[src/rtl/rtc_bus_responder.sv]
// Responder end of the multiplexed AD bus toward the RTC. Synchronizes the bus
// strobes, decodes address/data/read phases and serves them from a register file.
module rtc_bus_responder #(
  parameter int DATA_W = 8,
  parameter int DEPTH  = 64
) (
  input  logic                     clk,
  input  logic                     reset,
  input  logic                     cs_n,
  input  logic                     rd_n,
  input  logic                     wr_n,
  input  logic                     ad_sel,
  input  logic [DATA_W-1:0]        ad_in,
  output logic [DATA_W-1:0]        ad_out,
  output logic                     ad_oe,
  input  logic [$clog2(DEPTH)-1:0] loc_addr,
  output logic [DATA_W-1:0]        loc_data,
  output logic                     wr_done,
  output logic                     rd_done,
  output logic                     proto_err
);

  localparam int AW = $clog2(DEPTH);
  localparam logic [DATA_W:0] DEPTH_EXT = (DATA_W+1)'(DEPTH);

  localparam logic [1:0] ST_IDLE = 2'd0;
  localparam logic [1:0] ST_SEL  = 2'd1;
  localparam logic [1:0] ST_READ = 2'd2;

  // Strobe vector layout: {cs_n, rd_n, wr_n, ad_sel}
  localparam int B_CS  = 3;
  localparam int B_RD  = 2;
  localparam int B_WR  = 1;
  localparam int B_SEL = 0;

  logic [3:0]        sync1_d, sync1_q;
  logic [3:0]        sync2_d, sync2_q;
  logic [3:1]        sync3_d, sync3_q;
  logic              coll_d, coll_q;
  logic [1:0]        state_d, state_q;
  logic [DATA_W-1:0] addr_d, addr_q;
  logic              addr_valid_d, addr_valid_q;
  logic [DATA_W-1:0] ad_out_d, ad_out_q;
  logic              ad_oe_d, ad_oe_q;
  logic              wr_done_d, wr_done_q;
  logic              rd_done_d, rd_done_q;
  logic              proto_err_d, proto_err_q;
  logic [DATA_W-1:0] mem_q [DEPTH];

  logic              cs_now_s, rd_now_s, wr_now_s, sel_now_s;
  logic              cs_fall_s, cs_rise_s, rd_fall_s, rd_rise_s, wr_fall_s, wr_rise_s;
  logic              both_low_s, both_low_prev_s, coll_onset_s, blocked_s;
  logic              in_range_s;
  logic [DATA_W-1:0] mem_rd_s;
  logic              mem_we_s;

  assign cs_now_s  = sync2_q[B_CS];
  assign rd_now_s  = sync2_q[B_RD];
  assign wr_now_s  = sync2_q[B_WR];
  assign sel_now_s = sync2_q[B_SEL];

  assign cs_fall_s = ~cs_now_s &  sync3_q[B_CS];
  assign cs_rise_s =  cs_now_s & ~sync3_q[B_CS];
  assign rd_fall_s = ~rd_now_s &  sync3_q[B_RD];
  assign rd_rise_s =  rd_now_s & ~sync3_q[B_RD];
  assign wr_fall_s = ~wr_now_s &  sync3_q[B_WR];
  assign wr_rise_s =  wr_now_s & ~sync3_q[B_WR];

  // A collision lasts until both strobes are high again, so the releasing edges are ignored too
  assign both_low_s      = ~rd_now_s & ~wr_now_s;
  assign both_low_prev_s = ~sync3_q[B_RD] & ~sync3_q[B_WR];
  assign coll_onset_s    = both_low_s & ~both_low_prev_s;
  assign blocked_s       = both_low_s | coll_q;

  assign in_range_s = {1'b0, addr_q} < DEPTH_EXT;
  assign mem_rd_s   = mem_q[addr_q[AW-1:0]];

  // Synchronizer chain plus the edge-detect stage
  always_comb begin
    sync1_d = {cs_n, rd_n, wr_n, ad_sel};
    sync2_d = sync1_q;
    sync3_d = sync2_q[3:1];
  end

  // Collision tracking
  always_comb begin
    coll_d = coll_q;
    if (both_low_s) begin
      coll_d = 1'b1;
    end else if (rd_now_s && wr_now_s) begin
      coll_d = 1'b0;
    end else begin
      coll_d = coll_q;
    end
  end

  // Protocol FSM: next state, address latch, read capture and status pulses
  always_comb begin
    state_d      = state_q;
    addr_d       = addr_q;
    addr_valid_d = addr_valid_q;
    ad_out_d     = ad_out_q;
    ad_oe_d      = (state_q == ST_READ);
    wr_done_d    = 1'b0;
    rd_done_d    = 1'b0;
    proto_err_d  = 1'b0;
    mem_we_s     = 1'b0;

    case (state_q)
      ST_IDLE: begin
        if (cs_fall_s) begin
          state_d = ST_SEL;
        end else begin
          state_d = ST_IDLE;
        end
      end

      ST_SEL: begin
        if (coll_onset_s) begin
          proto_err_d = 1'b1;
        end else begin
          proto_err_d = 1'b0;
        end

        if (wr_rise_s && !blocked_s) begin
          if (!sel_now_s) begin
            addr_d       = ad_in;
            addr_valid_d = 1'b1;
          end else if (addr_valid_q) begin
            mem_we_s  = in_range_s;
            wr_done_d = 1'b1;
          end else begin
            proto_err_d = 1'b1;
          end
        end else begin
          mem_we_s = 1'b0;
        end

        if (cs_rise_s) begin
          state_d = ST_IDLE;
        end else if (rd_fall_s && !blocked_s) begin
          if (sel_now_s) begin
            state_d  = ST_READ;
            ad_out_d = (addr_valid_q && in_range_s) ? mem_rd_s : '0;
          end else begin
            proto_err_d = 1'b1;
          end
        end else begin
          state_d = ST_SEL;
        end
      end

      ST_READ: begin
        if (wr_fall_s || coll_onset_s) begin
          proto_err_d = 1'b1;
          ad_oe_d     = 1'b0;
          state_d     = cs_now_s ? ST_IDLE : ST_SEL;
        end else if (rd_rise_s || cs_rise_s) begin
          rd_done_d = 1'b1;
          ad_oe_d   = 1'b0;
          state_d   = cs_now_s ? ST_IDLE : ST_SEL;
        end else begin
          state_d = ST_READ;
        end
      end

      default: begin
        state_d = ST_IDLE;
        ad_oe_d = 1'b0;
      end
    endcase
  end

  // Control and status registers
  always_ff @(posedge clk) begin
    if (reset) begin
      sync1_q      <= 4'b1110;
      sync2_q      <= 4'b1110;
      sync3_q      <= 3'b111;
      coll_q       <= 1'b0;
      state_q      <= ST_IDLE;
      addr_q       <= '0;
      addr_valid_q <= 1'b0;
      ad_out_q     <= '0;
      ad_oe_q      <= 1'b0;
      wr_done_q    <= 1'b0;
      rd_done_q    <= 1'b0;
      proto_err_q  <= 1'b0;
    end else begin
      sync1_q      <= sync1_d;
      sync2_q      <= sync2_d;
      sync3_q      <= sync3_d;
      coll_q       <= coll_d;
      state_q      <= state_d;
      addr_q       <= addr_d;
      addr_valid_q <= addr_valid_d;
      ad_out_q     <= ad_out_d;
      ad_oe_q      <= ad_oe_d;
      wr_done_q    <= wr_done_d;
      rd_done_q    <= rd_done_d;
      proto_err_q  <= proto_err_d;
    end
  end

  // Register file
  always_ff @(posedge clk) begin
    if (reset) begin
      for (int i = 0; i < DEPTH; i++) begin
        mem_q[i] <= '0;
      end
    end else if (mem_we_s) begin
      mem_q[addr_q[AW-1:0]] <= ad_in;
    end
  end

  assign loc_data  = mem_q[loc_addr];
  assign ad_out    = ad_out_q;
  assign ad_oe     = ad_oe_q;
  assign wr_done   = wr_done_q;
  assign rd_done   = rd_done_q;
  assign proto_err = proto_err_q;

endmodule

[config.mk]
export PLATFORM = sky130hd
export DESIGN_NAME = rtc_bus_responder
export DESIGN_NICKNAME = d
export VERILOG_FILES = /design/src/rtl/rtc_bus_responder.sv
export SDC_FILE = /design/constraint.sdc
export NUM_CORES = 1
export LEC_CHECK = 0
export BUFFER_PORTS_ARGS = -buffer_cell sky130_fd_sc_hd__buf_2
export CAP_MARGIN = 20
export CORE_UTILIZATION = 45
export DETAILED_ROUTE_END_ITERATION = 10
export GPL_TIMING_DRIVEN = 0
export HOLD_SLACK_MARGIN = 0.12
export PLACE_DENSITY_LB_ADDON = 0.08
export SKIP_CTS_REPAIR_TIMING = 1
export SLEW_MARGIN = 25
export SYNTH_ARGS = -nofsm -noshare
export SYNTH_HDL_FRONTEND = slang
export SYNTH_SLANG_ARGS = --single-unit
[constraint.sdc]
create_clock -name clk -period 6.16 [get_ports clk]
set_input_delay 0.924 -clock clk [delete_from_list [all_inputs] [get_ports clk]]
set_output_delay 0.924 -clock clk [all_outputs]
set_load 0.05 [all_outputs]
==> results of run 1 <==
[sequential cells by signal, indices dropped and copies added (netlist names), named ones only]
signal and count:
sync1_q 4, wr_done 1, sync3_q 3, addr_q 8, state_q 2, ad_oe 1, mem_q 512, rd_done 1
sync2_q 4, ad_out 8, proto_err 1, coll_q 1, addr_valid_q 1
[final cells by class]
cell class	count	area, um^2
inverters	9	33.8
plain buffers	177	786
flip-flops and latches	553	16200
multi-input cells	1263	12500
clock buffers	83	1650
well taps	855	1070
clock inverters	28	160
repair buffers	60	408
fillers	5474	31700
diodes	1	2.50
[final timing paths]
check / startpoint / end / cells past startpoint
worst max-delay path: loc_addr[1] / loc_data[5] / 8
worst min-delay path: sync1_q[1] / sync2_q[1] / 1
worst max register to register: sync2_q[1] / mem_q[63][3] / 8
worst min register to register: sync1_q[1] / sync2_q[1] / 1
[cells by family (layout without fill, tap and decap cells)]
group | after synthesis | count (layout) | share of synthesized area [%]
AND/OR/NAND/NOR | 743 | 743 | 15.1
flip-flops | 553 | 553 | 55.1
multiplexers | 354 | 354 | 23.4
buffers and inverters | 186 | 357 | 2.72
AO/OA/AOI/OAI | 161 | 161 | 3.48
adder cells (fa/ha/maj) | 5 | 5 | 0.213
other | 0 | 1 | 0
[cells in the final DEF, fill, tap and decap left out, drive strengths merged, types with 10 or more instances in the layout]
master,count
nand3,24
buf,123
a22oi,10
dfxtp,41
o22ai,13
nor2,93
edfxtp,512
mux2,30
a21oi,12
a211oi,22
o21ai,69
clkinv,26
mux2i,59
nor2b,31
and2,513
mux4,265
nand2,42
clkbuf,197
[metrics by stage]
stage               total power [W]  hold WS [ps]  std cells
floorplan                   0.00474           389       2002
global placement            0.00503           395       2882
detailed placement          0.00506           395       2917
CTS                         0.00844           409       3028
global route                0.00860           433       3028
finish                      0.00846           410       3029
[routing by layer]
metal | wire, um | vias up
met3 | 12800 | 324
met1 | 42900 | 10194
met5 | 31 | -
met4 | 6140 | 4
met2 | 49700 | 1430
li1 | - | 7897
[power breakdown]
part | switching (W) | leakage, nW | internal, W
Clock | 0.00156 | 0.876 | 0.00190
Combinational | 0.000466 | 4.79 | 0.000260
Sequential | 0.0000661 | 5.61 | 0.00421
Total | 0.00209 | 11.3 | 0.00637
==> results.md, run 1 <==
- Status: complete, no violations
- Rows: 93
- H-tree lvl count: 2
- Total track usage: 33.7%
- # setup viols final: 0
- Top cells by area, synth: edfxtp_1, mux4_2, and2_1
- Overflow after GRT: 0
- Total Neg Setup Slack: 0 ps
- Bufs on Longest Clock Path: 3
- Initial Util: 45.6%
- Worst setup margin: 750 ps
- Clock sinks: 553
- Post-Layout Inst Area: around 33000 um^2
- Crit-path cells: buf_2 -> buf_2 -> buf_1 -> mux4_2 -> mux4_2 -> mux2i_1 -> a21oi_1 -> buf_2
- Clock buffer count from CTS: 61
- Global-route wire length before repair: roughly 150000 um
- Dominant synthesized flop cell: edfxtp_1
- Initial antenna violation count: 4
- #FFs+latches synth: ~550
- Max Freq: approximately 0.18 GHz
- Die area: 66400 um^2
- Core area: 64500 um^2
- Via density: 6.55
- Worst Path Arrival: between 4000 and 5000 ps
- Power density over cell area: roughly 260 nW/um^2
- Fin nets: 2150
- Initial DRC Count: roughly 3300
- Min-delay worst type: register to register
- Count of different cell masters after synthesis: 50
- CTS tree: built
- DP Wirelength: approximately 81000 um
- Post-synthesis sequential area ratio: 55.1%
- Gr busiest metal: met2
- Max Clock Skew: 28.0 ps
- Max-Cap Viols: 0
- Worst path bufs/invs: 4
- Crit. End Element: primary output
- Met1 usage: 45.2%
- Synth area leader: edfxtp_1
- Die X: 258 um
- CP Launch Type: primary input
- Pin count of the biggest net entering global routing: 16
- Synthesized instance count: roughly 2000
- PortBufs: 25
- Final Hold Viols: 0
- Met2 Usage GRT: 50.9%
- Detail Route Antenna Nets: 0
- GR Util met3: 9.09%
- Count leader, synth: and2_1
- Worst-path clk slew: around 60 ps
- Dpl cell area: between 30000 and 40000 um^2
- Pre-CTS setup slack: 858 ps
- Number of synthesized flops with an enable pin: 512
- Worst Path Required: about 5200 ps
- Leak: 11.3 nW
- Most used cell, CP: buf_2
- Drt total wl: about 110000 um
- Die height: 258 um
- Max stage delay on crit path: 870 ps
- Worst-Margin Slew: 1140 ps
- Syn nets: 2027
- Critical path start-end classification: primary input to primary output
- Peak supply drop: 0.000207 V
- RSZ-0062 raised after global routing: false
- Slew headroom: between 20% and 30%
- Router iterations before antenna repair: 6
- Fin crit period: between 5000 and 6000 ps
- Routability Congestion: 0.994
- Worst path top cell family by delay: buffers and inverters
- Async S/R FF share, synth: 0%
- Synth cell count leaders: and2_1, edfxtp_1, mux4_2
- Post-synth top area share: a little over half
- Share of cells above drive strength 1: 24.9%
- Syn avg cell area: 14.7 um^2
- Clock Latency Late Sink: 670 ps
- Final Util: around half
- YS warnings: 0
- IO Count: 40
- DRC Markers: 0
- Synthesis-to-layout area growth: 11.4%
- R2R Setup Slk: between 2000 and 2500 ps
- Tcrit/Tclk final: 87.8%
- Synth Cell Area: 29400 um^2
- Routed len/inst: 36.8 um
- Max FO, Critical Path: 10
- Vias: approximately 20000
- Root buffer cell: clkbuf_16
- Crit-path slowest cell: buf_1
- Vias in the first global route: 19440
- Pins Over Slew Limit: 0
Power figures use the tool's default switching activity.
==> inputs of run 2 (changes only) <==
--- a/config.mk
+++ b/config.mk
@@ -7,6 +7,8 @@
 export LEC_CHECK = 0
 export BUFFER_PORTS_ARGS = -buffer_cell sky130_fd_sc_hd__buf_2
 export CAP_MARGIN = 20
+export CELL_PAD_IN_SITES_DETAIL_PLACEMENT = 0
+export CELL_PAD_IN_SITES_GLOBAL_PLACEMENT = 2
 export CORE_UTILIZATION = 45
 export DETAILED_ROUTE_END_ITERATION = 10
 export GPL_TIMING_DRIVEN = 0
==> run 2 against run 1 <==
Effect of this change: count of clock-buffer cells in the layout is 5 lower; maximum frequency down 1.7%; sequential cell count unchanged; combinational power fell by 1%; final area increased by 0.97%; die area unchanged; total power rose by 7.7%; global-route usage is 0.81 points higher; core utilization grew 0.49 points; worst setup slack worse by 92 ps; largest power group unchanged.
==> results.md, run 2 (synthesis results as in run 1) <==
- Status: complete, no violations
- Routed len/inst: 37.8 um
- Die X: around 260 um
- Max FO, Critical Path: 10
- WL met3: ~13000 um
- Power density over cell area: 275 nW/um^2
- Global-route wire length before repair: 156000 um
- Via density: 6.48
- Largest register by flop count: mem_q
- DP Wirelength: between 80000 and 90000 um
- Core area: about 64000 um^2
- CP Capture Point: loc_data[1]
- Non-filler instance count after layout: 3022
- Die area: 66400 um^2
- Crit-path slowest cell: buf_1
- Number of flip-flops in the largest register: 512
- Min-delay worst type: register to register
- M1 WL: 44500 um
- Initial antenna violation count: 3
- Clock Latency Late Sink: ~620 ps
- Routability Congestion: ~0.94
- Share of cells above drive strength 1: between 20% and 30%
- Pins Over Slew Limit: 0
- Pin count of the biggest net entering global routing: 15
- H-tree lvl count: 3
- Overflow after GRT: 0
- Worst-path clk slew: ~50 ps
- Critical path start-end classification: primary input to primary output
- Initial DRC Count: between 2000 and 3000
- Final Util: 51.3%
- Die height: 258 um
- R2R Setup Slk: a little under 2000 ps
- # setup viols final: 0
- Crit-path cells: buf_2 -> buf_2 -> buf_1 -> mux4_2 -> mux4_2 -> mux2i_1 -> a21oi_1 -> buf_2
- IO Count: 40
- Max-Cap Viols: 0
- Peak supply drop: about 0.0002 V
- Most used cell, CP: buf_2
- Crit. End Element: primary output
- Total power: 0.00911 W
- PortBufs: 25
- Root buffer cell: clkbuf_16
- Total Neg Setup Slack: 0 ps
- Worst Path Arrival: 4580 ps
- Vias in the first global route: a little under 20000
- Vias: ~20000
- CTS tree: built
- Hold Path Origin: sync1_q[2]
- Most common cell after layout, fill and taps aside: and2_1
- Reg2reg path depth: 7
- R2r endpoint: mem_q[27][1]
- CP Launch Type: primary input
- CP startpoint: loc_addr[1]
- Placed cell count: 2904
- Commonest non-fill, non-tap cells in the layout: and2_1, edfxtp_1, mux4_2
- Max Clock Skew: 35.4 ps
- Final hold slack: 408 ps
- DRC Markers: 0
- DR top layer: met5
- Max Freq: 0.182 GHz
- Slew headroom: 24.0%
- Bufs on Longest Clock Path: 3
- Detail Route Antenna Nets: 0
- Worst Path Required: around 5200 ps
- Fin crit period: 5500 ps
- Total track usage: approximately 35%
- Initial Util: around 46%
- Router iterations before antenna repair: 6
- Drt total wl: 114000 um
- Max stage delay on crit path: 830 ps
- Tcrit/Tclk final: 89.3%
- Leak: ~11 nW
- Synthesis-to-layout area growth: 12.5%
- R2r startpoint: sync2_q[1]
- Final Hold Viols: 0
- Worst-Margin Slew: between 1000 and 1500 ps
- Fin nets: around 2100
- Clock buffer count from CTS: 66
- Clock sinks: 553
- Met2 wire length: 51500 um
- RSZ-0062 raised after global routing: false
- Rows: 93
- Fillers: 5488
==> run 2: cell count changes in the layout (fill, tap and decap cells not counted), sizes merged <==
cell / previous run / this run
buf: 123 / 112
clkbuf: 197 / 191
bufinv: 1 / 11
clkinv: 26 / 21
clkinvlp: 2 / 0
inv: 8 / 13
diode: 1 / 3
==> run 2: worst max-delay path, delay by kind of cell <==
family	cells	cell delay [ps]
buffers and inverters	4	1970
multiplexers	3	1430
AO/OA/AOI/OAI	1	200
==> run 2: cell type report <==
| type | count | area (um^2) | share of cell area [%] |
|---|---|---|---|
| Sequential cell | 553 | 16200 | 48.9 |
| Buffer | 177 | 786 | 2.37 |
| Timing Repair Buffer | 48 | 322 | 0.972 |
| Inverter | 9 | 33.8 | 0.102 |
| Tap cell | 855 | 1070 | 3.23 |
| Antenna cell | 3 | 7.51 | 0.0227 |
| Clock buffer | 78 | 1740 | 5.25 |
| Clock inverter | 36 | 465 | 1.41 |
| Multi-Input combinational cell | 1263 | 12500 | 37.7 |
==> run 2: routing by layer <==
metal	up-vias	track usage [%]
met5	-	0
met4	2	16.4
met3	277	8.05
met2	1296	52.6
met1	10123	47.0
li1	7893	-
==> run 2: metrics by stage <==
step                      cell area, um^2  worst slack [ps]
after detailed placement            30900               777
final                               33100               658
after global placement              30600               721
after global routing                33100               749
after CTS                           33100               777
after floorplan                     29400              2190
==> run 2: worst min-delay path by stage <==
stage / endpoint / slack (ps) / cells after the start
finish: sync2_q[2] / 410 / 1
global route: sync2_q[3] / 420 / 1
global placement: sync2_q[2] / 400 / 1
detailed placement: sync2_q[2] / 400 / 1
floorplan: sync2_q[1] / 390 / 1
CTS: sync2_q[2] / 410 / 1
==> run 2: where the power goes <==
group / leakage [nW] / total (W) / switching (W) / internal (W)
sequential: 5.61 / 0.00428 / 0.0000686 / 0.00421
combinational: 4.74 / 0.000719 / 0.000464 / 0.000255
clock: 1.08 / 0.00411 / 0.00163 / 0.00248
total: 11.4 / 0.00911 / 0.00217 / 0.00694
